$ cat config.mk
export PLATFORM = sky130hd
export DESIGN_NAME = rgb2raw_8
export DESIGN_NICKNAME = d
export VERILOG_FILES = /design/src/rtl/top_pkg.sv /design/src/rtl/rgb2raw_8_bayer_lane_pack.sv /design/src/rtl/rgb2raw_8.sv
export SDC_FILE = /design/constraint.sdc
export NUM_CORES = 1
export LEC_CHECK = 0
export BUFFER_PORTS_ARGS = -buffer_cell sky130_fd_sc_hd__buf_2
export CORE_ASPECT_RATIO = 1.1
export CORE_MARGIN = 2
export CORE_UTILIZATION = 40
export CTS_CLUSTER_SIZE = 8
export DETAILED_ROUTE_END_ITERATION = 10
export PLACE_DENSITY_LB_ADDON = 0.05
export SLEW_MARGIN = 20
export SYNTH_ARGS = -nofsm -noshare
export SYNTH_HDL_FRONTEND = slang
export SYNTH_SLANG_ARGS = --single-unit
export TNS_END_PERCENT = 100
$ cat constraint.sdc
create_clock -name clk -period 1.95 [get_ports clk]
set_input_delay 0.2925 -clock clk [delete_from_list [all_inputs] [get_ports clk]]
set_output_delay 0.2925 -clock clk [all_outputs]
set_load 0.005 [all_outputs]
$ cat src/rtl/top_pkg.sv
// Shared pixel-path definitions for the RAW8 debayer and rgb2raw blocks.
// Holds the lane word type, Bayer phase enum, RGB field offsets and
// small helpers used when sizing and selecting samples.
package top_pkg;

  localparam int NUM_LANE = 2;

  // Lane 0 sits in bits [7:0] and carries the earliest pixel of the word.
  typedef logic [NUM_LANE-1:0][7:0] lane_raw_data_t;

  typedef enum logic [1:0] {
    PH_R,
    PH_GR,
    PH_GB,
    PH_B
  } bayer_phase_t;

  localparam int R_LSB = 16;
  localparam int G_LSB = 8;
  localparam int B_LSB = 0;

  // Counter width for values 0..n-1; never returns zero.
  function automatic int cnt_w(input int n);
    return (n > 1) ? $clog2(n) : 1;
  endfunction

  // RGGB tiling: even lines are R G R G ..., odd lines are G B G B ...
  function automatic bayer_phase_t bayer_phase(input logic line_odd, input logic pix_odd);
    case ({line_odd, pix_odd})
      2'b00:   return PH_R;
      2'b01:   return PH_GR;
      2'b10:   return PH_GB;
      default: return PH_B;
    endcase
  endfunction

endpackage

$ cat src/rtl/rgb2raw_8_bayer_lane_pack.sv
// Packs 8-bit Bayer samples into NUM_LANE-wide words with line/frame markers.
// Latency: word registered 1 cycle after the sample that completes it.
// Backpressure: none; a partial word is held until more samples arrive.
//
// Ports: clk, rst (sync, active-high); sample_vld/sample_dat in;
// sol/sof mark the sample as first of line/frame (sampled on lane 0);
// data_out/data_valid/line_start/frame_start out, all registered.
module bayer_lane_pack
  import top_pkg::*;
(
  input  logic           clk,
  input  logic           rst,
  input  logic           sample_vld,
  input  logic [7:0]     sample_dat,
  input  logic           sol,
  input  logic           sof,
  output lane_raw_data_t data_out,
  output logic           data_valid,
  output logic           line_start,
  output logic           frame_start
);

  localparam int IW = cnt_w(NUM_LANE);

  logic [IW-1:0]  lane_idx;
  lane_raw_data_t hold_q;
  lane_raw_data_t next_word;
  logic           sol_q;
  logic           sof_q;
  logic           first_lane;
  logic           last_lane;

  assign first_lane = (lane_idx == '0);
  assign last_lane  = (lane_idx == IW'(NUM_LANE - 1));

  // Holding register with the incoming sample merged into its lane, so the
  // completing sample goes straight to data_out without an extra cycle.
  always_comb begin
    next_word           = hold_q;
    next_word[lane_idx] = sample_dat;
  end

  always_ff @(posedge clk) begin
    if (rst) begin
      lane_idx    <= '0;
      hold_q      <= '0;
      sol_q       <= 1'b0;
      sof_q       <= 1'b0;
      data_out    <= '0;
      data_valid  <= 1'b0;
      line_start  <= 1'b0;
      frame_start <= 1'b0;
    end else begin
      data_valid  <= 1'b0;
      line_start  <= 1'b0;
      frame_start <= 1'b0;
      if (sample_vld) begin
        hold_q <= next_word;
        if (first_lane) begin
          sol_q <= sol;
          sof_q <= sof;
        end
        if (last_lane) begin
          lane_idx    <= '0;
          data_out    <= next_word;
          data_valid  <= 1'b1;
          // Markers belong to the lane-0 sample of this word.
          line_start  <= first_lane ? sol : sol_q;
          frame_start <= first_lane ? sof : sof_q;
        end else begin
          lane_idx <= lane_idx + 1'b1;
        end
      end
    end
  end

endmodule

$ cat src/rtl/rgb2raw_8.sv
// Re-mosaics RGB pixels into RGGB RAW8 lane words with line blanking.
// Latency: word out 1 cycle after the transfer that completes it.
// Backpressure: rgb_ready low for HBLANK cycles after each line; no downstream stall.
//
// Ports: clk, rst (sync, active-high); rgb_in/rgb_valid/rgb_ready pixel input;
// data_out/data_valid packed Bayer words; line_start/frame_start markers
// coincident with the word holding pixel 0 of a line / of line 0.
module rgb2raw_8
  import top_pkg::*;
#(
  parameter int LINE_LENGTH = 640,
  parameter int FRAME_LINES = 480,
  parameter int RGB_WIDTH   = 24,
  parameter int HBLANK      = 16
) (
  input  logic                 clk,
  input  logic                 rst,
  input  logic [RGB_WIDTH-1:0] rgb_in,
  input  logic                 rgb_valid,
  output logic                 rgb_ready,
  output lane_raw_data_t       data_out,
  output logic                 data_valid,
  output logic                 line_start,
  output logic                 frame_start
);

  if (LINE_LENGTH % NUM_LANE != 0) begin : g_chk_lane
    $error("LINE_LENGTH must be a multiple of NUM_LANE");
  end
  if ((LINE_LENGTH % 2 != 0) || (FRAME_LINES % 2 != 0)) begin : g_chk_even
    $error("LINE_LENGTH and FRAME_LINES must be even");
  end
  if (HBLANK < 1) begin : g_chk_blank
    $error("HBLANK must be at least 1");
  end
  if (RGB_WIDTH != 24) begin : g_chk_rgb
    $error("RGB_WIDTH must be 24");
  end

  localparam int PW = cnt_w(LINE_LENGTH);
  localparam int LW = cnt_w(FRAME_LINES);
  localparam int BW = cnt_w(HBLANK);

  typedef enum logic [1:0] {
    ST_IDLE,
    ST_ACTIVE,
    ST_BLANK
  } state_t;

  state_t        state;
  logic [PW-1:0] pix_cnt;
  logic [LW-1:0] line_cnt;
  logic [BW-1:0] blank_cnt;
  logic          xfer;
  logic          last_pix;
  logic          last_line;
  logic [7:0]    sample;

  // rgb_ready is registered and only high in ACTIVE, so xfer never fires in IDLE/BLANK.
  assign xfer      = rgb_valid && rgb_ready;
  assign last_pix  = (pix_cnt == PW'(LINE_LENGTH - 1));
  assign last_line = (line_cnt == LW'(FRAME_LINES - 1));

  always_comb begin
    sample = '0;
    case (bayer_phase(line_cnt[0], pix_cnt[0]))
      PH_R:    sample = rgb_in[R_LSB +: 8];
      PH_GR,
      PH_GB:   sample = rgb_in[G_LSB +: 8];
      PH_B:    sample = rgb_in[B_LSB +: 8];
      default: sample = '0;
    endcase
  end

  always_ff @(posedge clk) begin
    if (rst) begin
      state     <= ST_IDLE;
      rgb_ready <= 1'b0;
      pix_cnt   <= '0;
      line_cnt  <= '0;
      blank_cnt <= '0;
    end else begin
      case (state)
        ST_IDLE: begin
          state     <= ST_ACTIVE;
          rgb_ready <= 1'b1;
        end
        ST_ACTIVE: begin
          if (xfer) begin
            if (last_pix) begin
              pix_cnt   <= '0;
              line_cnt  <= last_line ? '0 : line_cnt + 1'b1;
              blank_cnt <= '0;
              rgb_ready <= 1'b0;
              state     <= ST_BLANK;
            end else begin
              pix_cnt <= pix_cnt + 1'b1;
            end
          end
        end
        ST_BLANK: begin
          if (blank_cnt == BW'(HBLANK - 1)) begin
            rgb_ready <= 1'b1;
            state     <= ST_ACTIVE;
          end else begin
            blank_cnt <= blank_cnt + 1'b1;
          end
        end
        default: begin
          state     <= ST_IDLE;
          rgb_ready <= 1'b0;
        end
      endcase
    end
  end

  bayer_lane_pack u_pack (
    .clk         (clk),
    .rst         (rst),
    .sample_vld  (xfer),
    .sample_dat  (sample),
    .sol         (pix_cnt == '0),
    .sof         ((pix_cnt == '0) && (line_cnt == '0)),
    .data_out    (data_out),
    .data_valid  (data_valid),
    .line_start  (line_start),
    .frame_start (frame_start)
  );

endmodule

# Word level (Yosys, flattened, before mapping)
# Cells that the tools add are included.
# classes
add_sub_neg	4
order_cmp	2
eq_ne	14
muxes	21
bitwise	2
reduce_logical	18
# op_table
op	n
$pmux W8 S3	1
$bwmux W16	1
$mux W4	3
$pmux W2 S3	2
$add A10 B1 Y10 const B	1
$eq A10 B10 Y1 const B	1
$logic_not A10 Y1	1
$mux W10	1
$add A9 B1 Y9 const B	1
$eq A9 B9 Y1 const B	1
$logic_not A9 Y1	1
$mux W9	1
$demux W8 S1	1
$eq A2 B2 Y1 const B	4
$mux W8	1
$pmux W4 S2	1
$eq A2 B1 Y1 const B	3
$logic_not A2 Y1	3
$mux W2	3
$ne A2 B2 Y1 const B	3
$reduce_and A2 Y1	3
$reduce_and A3 Y1	2
$mux W1	5
$add A4 B1 Y4 const B	1
12 further kinds	16
# word_totals
regBits	64
input_bits	27
output_inout_bits	20
word_cells	76

# Longest topological paths before layout
# Gate-level depths: netlist of run 1.
# logic_depth
word_depth	6
mapped_depth	7
mapped_depth_nobuf	6

# By module
# Synthesis of run 1 repeated with hierarchy kept, for this count alone.
# hier_totals
hier_cells	302
area_unflattened_um2	2736.4
# by_module_without_submodules
mod	instances	cells_per_inst	area_each_um2	seq_area_each_um2
rgb2raw_8	1	179	1457.6	500.5
bayer_lane_pack	1	123	1278.7	600.6

# Worst setup path before layout of run 1
# Ideal clock, no wire load.
# synth_timing
kind	register -> register
from	reg pix_cnt[7]
to	reg line_cnt[5]
setup_ps	70
arrival_ps	1986
required_ps	1880
path_slack_ps	-107
path_stages_with_launch	6
n_path_buf	1
period_less_slack_ps	2057
path_cell_list	dfxtp_1 > or3b_1 > or4_1 > buf_2 > or4b_1 > a21oi_1
# synth_between
elab_chain_len	2
# synth_lines
element	line	source
from (decl)	rgb2raw_8.sv:51	logic [PW-1:0] pix_cnt;
from (signal assigned)	rgb2raw_8.sv:97	pix_cnt <= pix_cnt + 1'b1;
$eq A10 B10 Y1	rgb2raw_8.sv:61	assign last_pix = (pix_cnt == PW'(LINE_LENGTH - 1));
$reduce_and A3 Y1 (no source line)	--	
to (signal assigned)	rgb2raw_8.sv:92	line_cnt <= last_line ? '0 : line_cnt + 1'b1;
to (decl)	rgb2raw_8.sv:52	logic [LW-1:0] line_cnt;
# No other way between the ends.
# A chain may end at the register's enable or synchronous reset.

# Final worst setup path of run 1
# layout_timing
from	reg pix_cnt[8]
to	reg line_cnt[8]
# Same word-level chain as after synthesis.

==> qor.yml, run 1 <==
critPathMaxStageDelay_ns: 0.48
run_status: "finished, final reports clean"
synth_fa_ha_area_share_pct: 3.63
p_switching_uw: 529
cpMaxStageDelayCell: "or4_4"
grt_pass1_vias: 1981
synth_area_um2: 2410
setup_viol: 0
fin_worst_skew_ns: 0.0120
mostFrequentLayoutCells: "51 x dfxtp_1, 47 x buf_2, 28 x buf_4"
netlist_instances: 272
final_common_cell: "dfxtp_1"
antenna_cells: 0
postRouteAntennaNets: 0
rr_startpoint: "pix_cnt[8]$_SDFFE_PP0P_"
cp-endpoint: "line_cnt[8]$_SDFFE_PP0P_"
synth_warnings: 0
synthMuxAreaShare_pct: 3.73
core_area_um2: 5810
die_h_um: 85.5
path_class: "flop to flop"
whs_path_depth: 2
worstMarginPinSlew_ns: 0.707
p_int_mw: 1.49
reg2reg_depth: 4
clk_pin_slew_ns: 0.11
ios: 47
period_minus_slack_ns: 1.88
rows: 29
synth_top_family_by_area: "simple AND/OR/NAND/NOR gates"
synth_edf_count: 0
cp-end-kind: "flop"
vias: 2110
synth_xor_area_share_pct: 3.26
syn_avg_cell_area_um2: 8.88
p_per_area_nw_per_um2: 668
ys_ff_latch: 55
drive_above_1_share_pct: 27.1
hold_ws_ns: 0.271
timing.final.crit_share_pct: 96.3
synth_compound_area_share_pct: 17.0
worst-endpoint-required_ns: 2.21
clk_latency_ns: 0.32
antenna_found_initial: 0
cts.sinks: 55
fp.dieW_um: 78.1
cp.arrival_ns: 2.14
synthArstFlopShare_pct: 0
vdd_drop_max_mv: 0.334
path_cells: "or3b_4 > or4_4 > or4b_1 > a21oi_1"
timing.fmax_mhz: 533
clk_path_buf_depth: 2
swShare_pct: 26.2
hold_buffers: 0
yosys.area_share.simple_pct: 23.1
synth_cell_types: 42
slew_viol_final: 0
routed_wl_um: 5660
syn_to_final_growth_pct: 25.3
port_buffers: 46
reg2reg_slack_ns: 0.07
finalHoldViolCount: 0
vias_per_cell: 5.07
start_util_pct: 41.6
grt_use_total_pct: 17.5
drtIter0Drc: 85
fin_nets: 372
firstDrtPassIters: 4
seq_power_share_pct: 57.2
globalRoute.totalOverflow: 0
drc: 0
root_buffer: "clkbuf_8"
r2r_end: "line_cnt[8]$_SDFFE_PP0P_"
rsz0062_at_grt: "no"
max_slew_margin_pct: 52.8
grt_max_degree: 38
power_frac_comb_pct: 8.7
p_total_mw: 2.02
syn_nets: 306
crit_fanout: 8
dieArea_um2: 6680
holdCritPathClass: "input pin to flop"
clockPowerShare_pct: 34.1
gp_congestion: 0.817
grt_pass1_wl_um: 9220
ys_seq_area_share_pct: 45.6
routedWlPerCell_um: 13.6
synth_flop_cell: "dfxtp_1"
cts_buffers: 5
p_leak_nw: 1.35
crit_path_start: "pix_cnt[8]$_SDFFE_PP0P_"
cap_violations: 0
hpwl_um: 3940
crit_path_start_kind: "flop"
htreeDepth: 2
cts_tree: "done"
==> stage by stage <==
| step | std cells | setup slack [ns] | utilization [%] | area [um2] | setup TNS [ns] |
|---|---|---|---|---|---|
| 2_1_floorplan | 272 | -0.0322 | - | 2430 | -0.0476 |
| 3_3_place_gp | 407 | -0.0702 | 50.0 | 2900 | -0.122 |
| 3_5_place_dp | 407 | -0.0911 | 50.0 | 2900 | -0.175 |
| 4_1_cts | 417 | 0.00784 | 52.0 | 3020 | 0 |
| 5_1_grt | 416 | 0.00463 | 52.1 | 3030 | 0 |
| 6_report | 416 | 0.0724 | 52.1 | 3030 | 0 |
==> metal layers <==
layer / share of wire (%) / up-vias / track usage, %
li1: - / 1099 / -
met1: 45 / 966 / 21.2
met2: 49 / 36 / 30.3
met3: 4.3 / 9 / 3.89
met4: 1.9 / 0 / 6.54
met5: 0 / - / 0
==> what timing repair did <==
action / 4_1_cts / 5_1_grt
pin swaps: 2 / 1
setup endpoints to repair: 3 / 3
cloned: 1 / 0
setup buffers: 1 / 0
resized for setup: 3 / 3
==> synth_stat cells (2+ instances only) <==
| cell | instances | share of area, % |
|---|---|---|
| xnor2_1 | 7 | 2.5 |
| o21ai_0 | 17 | 3.5 |
| a22oi_1 | 8 | 2.5 |
| nor4_1 | 4 | 1.0 |
| and4_1 | 2 | 0.73 |
| nor2_1 | 17 | 2.6 |
| xor2_1 | 2 | 0.73 |
| a21o_1 | 8 | 2.5 |
| or4b_1 | 2 | 0.83 |
| inv_1 | 7 | 1.1 |
| nand4_1 | 3 | 0.78 |
| buf_1 | 2 | 0.31 |
| nand2b_1 | 2 | 0.52 |
| a22o_1 | 8 | 2.9 |
| clkbuf_1 | 13 | 2.0 |
| and2_1 | 11 | 2.8 |
| or3_1 | 2 | 0.52 |
| ha_1 | 7 | 3.6 |
| nand3_1 | 12 | 2.5 |
| a21oi_1 | 16 | 3.3 |
| mux2i_1 | 9 | 3.7 |
| nor3_1 | 14 | 2.9 |
| nand2_1 | 23 | 3.6 |
| dfxtp_1 | 55 | 46 |
| nand3b_1 | 3 | 0.93 |
| or4_1 | 2 | 0.62 |
==> registers in the layout, summed over array words and instances, names as in the netlist <==
name	count
u_pack.data_out	16
pix_cnt	10
line_cnt	9
u_pack.hold_q	8
blank_cnt	4
rgb_ready	1
state	1
u_pack.data_valid	1
u_pack.frame_start	1
u_pack.lane_idx	1
u_pack.line_start	1
u_pack.sof_q	1
u_pack.sol_q	1
==> logic make-up after synthesis <==
group                    Yosys count
AND/OR/NAND/NOR                  105
AO/OA/AOI/OAI                     64
flip-flops                        55
buffers and inverters             23
XOR/XNOR                           9
multiplexers                       9
adder cells (fa/ha/maj)            7
==> area by class of cell <==
type	count	area (um2)
multi-input cells	194	1260
fillers	587	2780
repair buffers	75	445
clock inverters	3	27.5
well taps	77	96.3
flip-flops and latches	55	1110
inverters	7	26.3
clock buffers	5	68.8
==> worst min path at each step <==
stage | start | end | slack [ns]
2_1_floorplan | u_pack.sol_q$_SDFFE_PP0P_ | u_pack.line_start$_SDFF_PP0_ | 0.43
3_3_place_gp | u_pack.data_out[12]$_SDFFE_PP0N_ | u_pack.data_out[12]$_SDFFE_PP0N_ | 0.43
3_5_place_dp | u_pack.data_out[12]$_SDFFE_PP0N_ | u_pack.data_out[12]$_SDFFE_PP0N_ | 0.43
4_1_cts | rst | u_pack.data_valid$_SDFF_PP0_ | 0.31
5_1_grt | rst | u_pack.data_valid$_SDFF_PP0_ | 0.27
6_report | rst | u_pack.data_valid$_SDFF_PP0_ | 0.27
==> worst max-delay path: cells and delay by family, from the launching register on <==
family          cells  cell delay, ns
simple gates        3            1.35
flops               1            0.33
compound gates      1            0.15
==> power by group through the flow <==
stage	Clock [mW]	Combinational (mW)	Sequential (mW)
floorplan	0	0.0956	1.18
global placement	0	0.176	1.18
detailed placement	0	0.178	1.18
CTS	0.717	0.179	1.16
global route	0.760	0.198	1.16
finish	0.689	0.177	1.16
Power figures use the tool's default switching activity.
==> inputs of run 2 (changes only) <==
- clock period: 1.95 -> 1.7 ns (I/O delays scaled with it)
==> run 2 against run 1 <==
Net effect:
- the flow now finishes with violations (negative setup slack)
- worst hold slack worse by 0.036 ns
- critical path depth unchanged
- cell area up 3.2%
- critical path type unchanged
- via count up 4.8%
- clock skew down 0.0012 ns
- clock power up 16%
==> qor.yml, run 2 (same netlist as run 1, synthesis figures left out) <==
mostFrequentLayoutCells: "52 x dfxtp_1, 46 x buf_2, 34 x buf_4"
dieArea_um2: 6680
top_regs: "u_pack.data_out x16, pix_cnt x10, line_cnt x9"
syn_to_final_growth_pct: 29.4
period_minus_slack_ns: 1.86
pre_cts_ws_ns: -0.274
postRouteAntennaNets: 0
layout.cells.non_filler: 423
finalHoldViolCount: 0
crit_path_start_kind: "flop"
hold_ws_ns: 0.235
violations: "negative setup slack"
min_from: "rst"
fin_nets: 379
run_status: "finished with violations"
max_slew_margin_pct: 53.3
start_util_pct: 41.6
core_area_um2: 5810
clk_path_buf_depth: 2
reg2reg_slack_ns: -0.16
grt_max_degree: 38
fp.dieW_um: 78.1
cts.sinks: 55
slew_viol_final: 0
routedWlPerCell_um: 13.9
largest_reg_flops: 16
reg2reg_depth: 4
p_total_mw: 2.34
wl_met2_um: 2890
final_common_cell: "dfxtp_1"
ios: 47
met3_length_um: 194
largest-register: "u_pack.data_out"
drc: 0
cts_tree: "done"
timing.final.crit_share_pct: 109
cap_violations: 0
antenna_found_initial: 0
p_leak_nw: 1.41
firstDrtPassIters: 4
vias: 2212
path_delay_family: "simple AND/OR/NAND/NOR gates"
critPathMaxStageDelay_ns: 0.48
gp_congestion: 0.802
cpMaxStageDelayCell: "or4b_1"
globalRoute.totalOverflow: 0
rsz0062_at_grt: "yes"
dp_cells: 414
worstMarginPinSlew_ns: 0.699
tns_ns: -0.564
cp-end-kind: "flop"
worst-endpoint-required_ns: 1.96
path_class: "flop to flop"
timing.fmax_mhz: 539
nFillCells: 557
drt-met1-wl_um: 2670
drtIter0Drc: 40
routed_wl_um: 5860
port_buffers: 46
vias_per_cell: 5.23
fin_worst_skew_ns: 0.0107
hpwl_um: 4090
root_buffer: "clkbuf_8"
crit_path_start: "pix_cnt[8]$_SDFFE_PP0P_"
dr.max_layer_used: "met4"
regArea_um2: 1100
htreeDepth: 2
clk_pin_slew_ns: 0.12
path_buf_inv: 0
grt_pass1_vias: 2100
path_cells: "or3b_4 > or4_4 > or4b_1 > a21oi_1"
grt_use_total_pct: 18.4
min_to: "u_pack.data_valid$_SDFF_PP0_"
antenna_cells: 0
die_h_um: 85.5
setup_ws_ns: -0.156
cts_buffers: 5
drive_above_1_share_pct: 30.1
rows: 29
r2r_end: "line_cnt[8]$_SDFFE_PP0P_"
p_per_area_nw_per_um2: 749
setup_viol: 5
whs_path_depth: 2
cp.arrival_ns: 2.12
grt_pass1_wl_um: 9850
vdd_drop_max_mv: 0.383
hold_buffers: 0
clk_latency_ns: 0.32
holdCritPathClass: "input pin to flop"
multi_input_area_um2: 1290
rr_startpoint: "pix_cnt[8]$_SDFFE_PP0P_"
crit_fanout: 5
run 2: changes by cell type in the layout (fill, tap and decap cells not counted), sizes merged:
cell  delta
buf      +7
run 2: through the flow:
stage | utilization (%) | instance area, um2
2_1_floorplan | - | 2430
3_3_place_gp | 50.9 | 2950
3_5_place_dp | 50.9 | 2950
4_1_cts | 52.8 | 3070
5_1_grt | 53.8 | 3120
6_report | 53.8 | 3120
run 2: timing repair:
action,4_1_cts,5_1_grt
endpoints found under the setup margin,32,30
buffers inserted,0,1
pin swaps,2,3
resized for setup,7,10
endpoints found under the hold margin,0,0
run 2: power breakdown:
part           internal (mW)  switching [mW]
logic                  0.104           0.116
registers               1.31          0.0129
clock network          0.307           0.489
run 2: worst max-delay path by stage:
stage | to | slack, ns | cells past startpoint
5_1_grt | line_cnt[2]$_SDFFE_PP0P_ | -0.21 | 5
6_report | line_cnt[8]$_SDFFE_PP0P_ | -0.16 | 4
3_5_place_dp | line_cnt[4]$_SDFFE_PP0P_ | -0.27 | 5
4_1_cts | line_cnt[8]$_SDFFE_PP0P_ | -0.15 | 4
2_1_floorplan | line_cnt[8]$_SDFFE_PP0P_ | -0.28 | 5
3_3_place_gp | line_cnt[2]$_SDFFE_PP0P_ | -0.25 | 5
run 2: layout make-up:
type / count / area share (%)
clock buffer: 5 / 2.20
clock inverter: 3 / 0.881
inverter: 7 / 0.841
multi-input combinational: 194 / 41.4
sequential: 55 / 35.4
tap: 77 / 3.08
timing repair buffer: 82 / 16.3
run 2: layer usage:
metal	vias to the layer above	global-route usage [%]
met5	-	0
met4	0	6.86
met3	13	3.47
met2	42	31.3
met1	1030	23.3
li1	1127	-
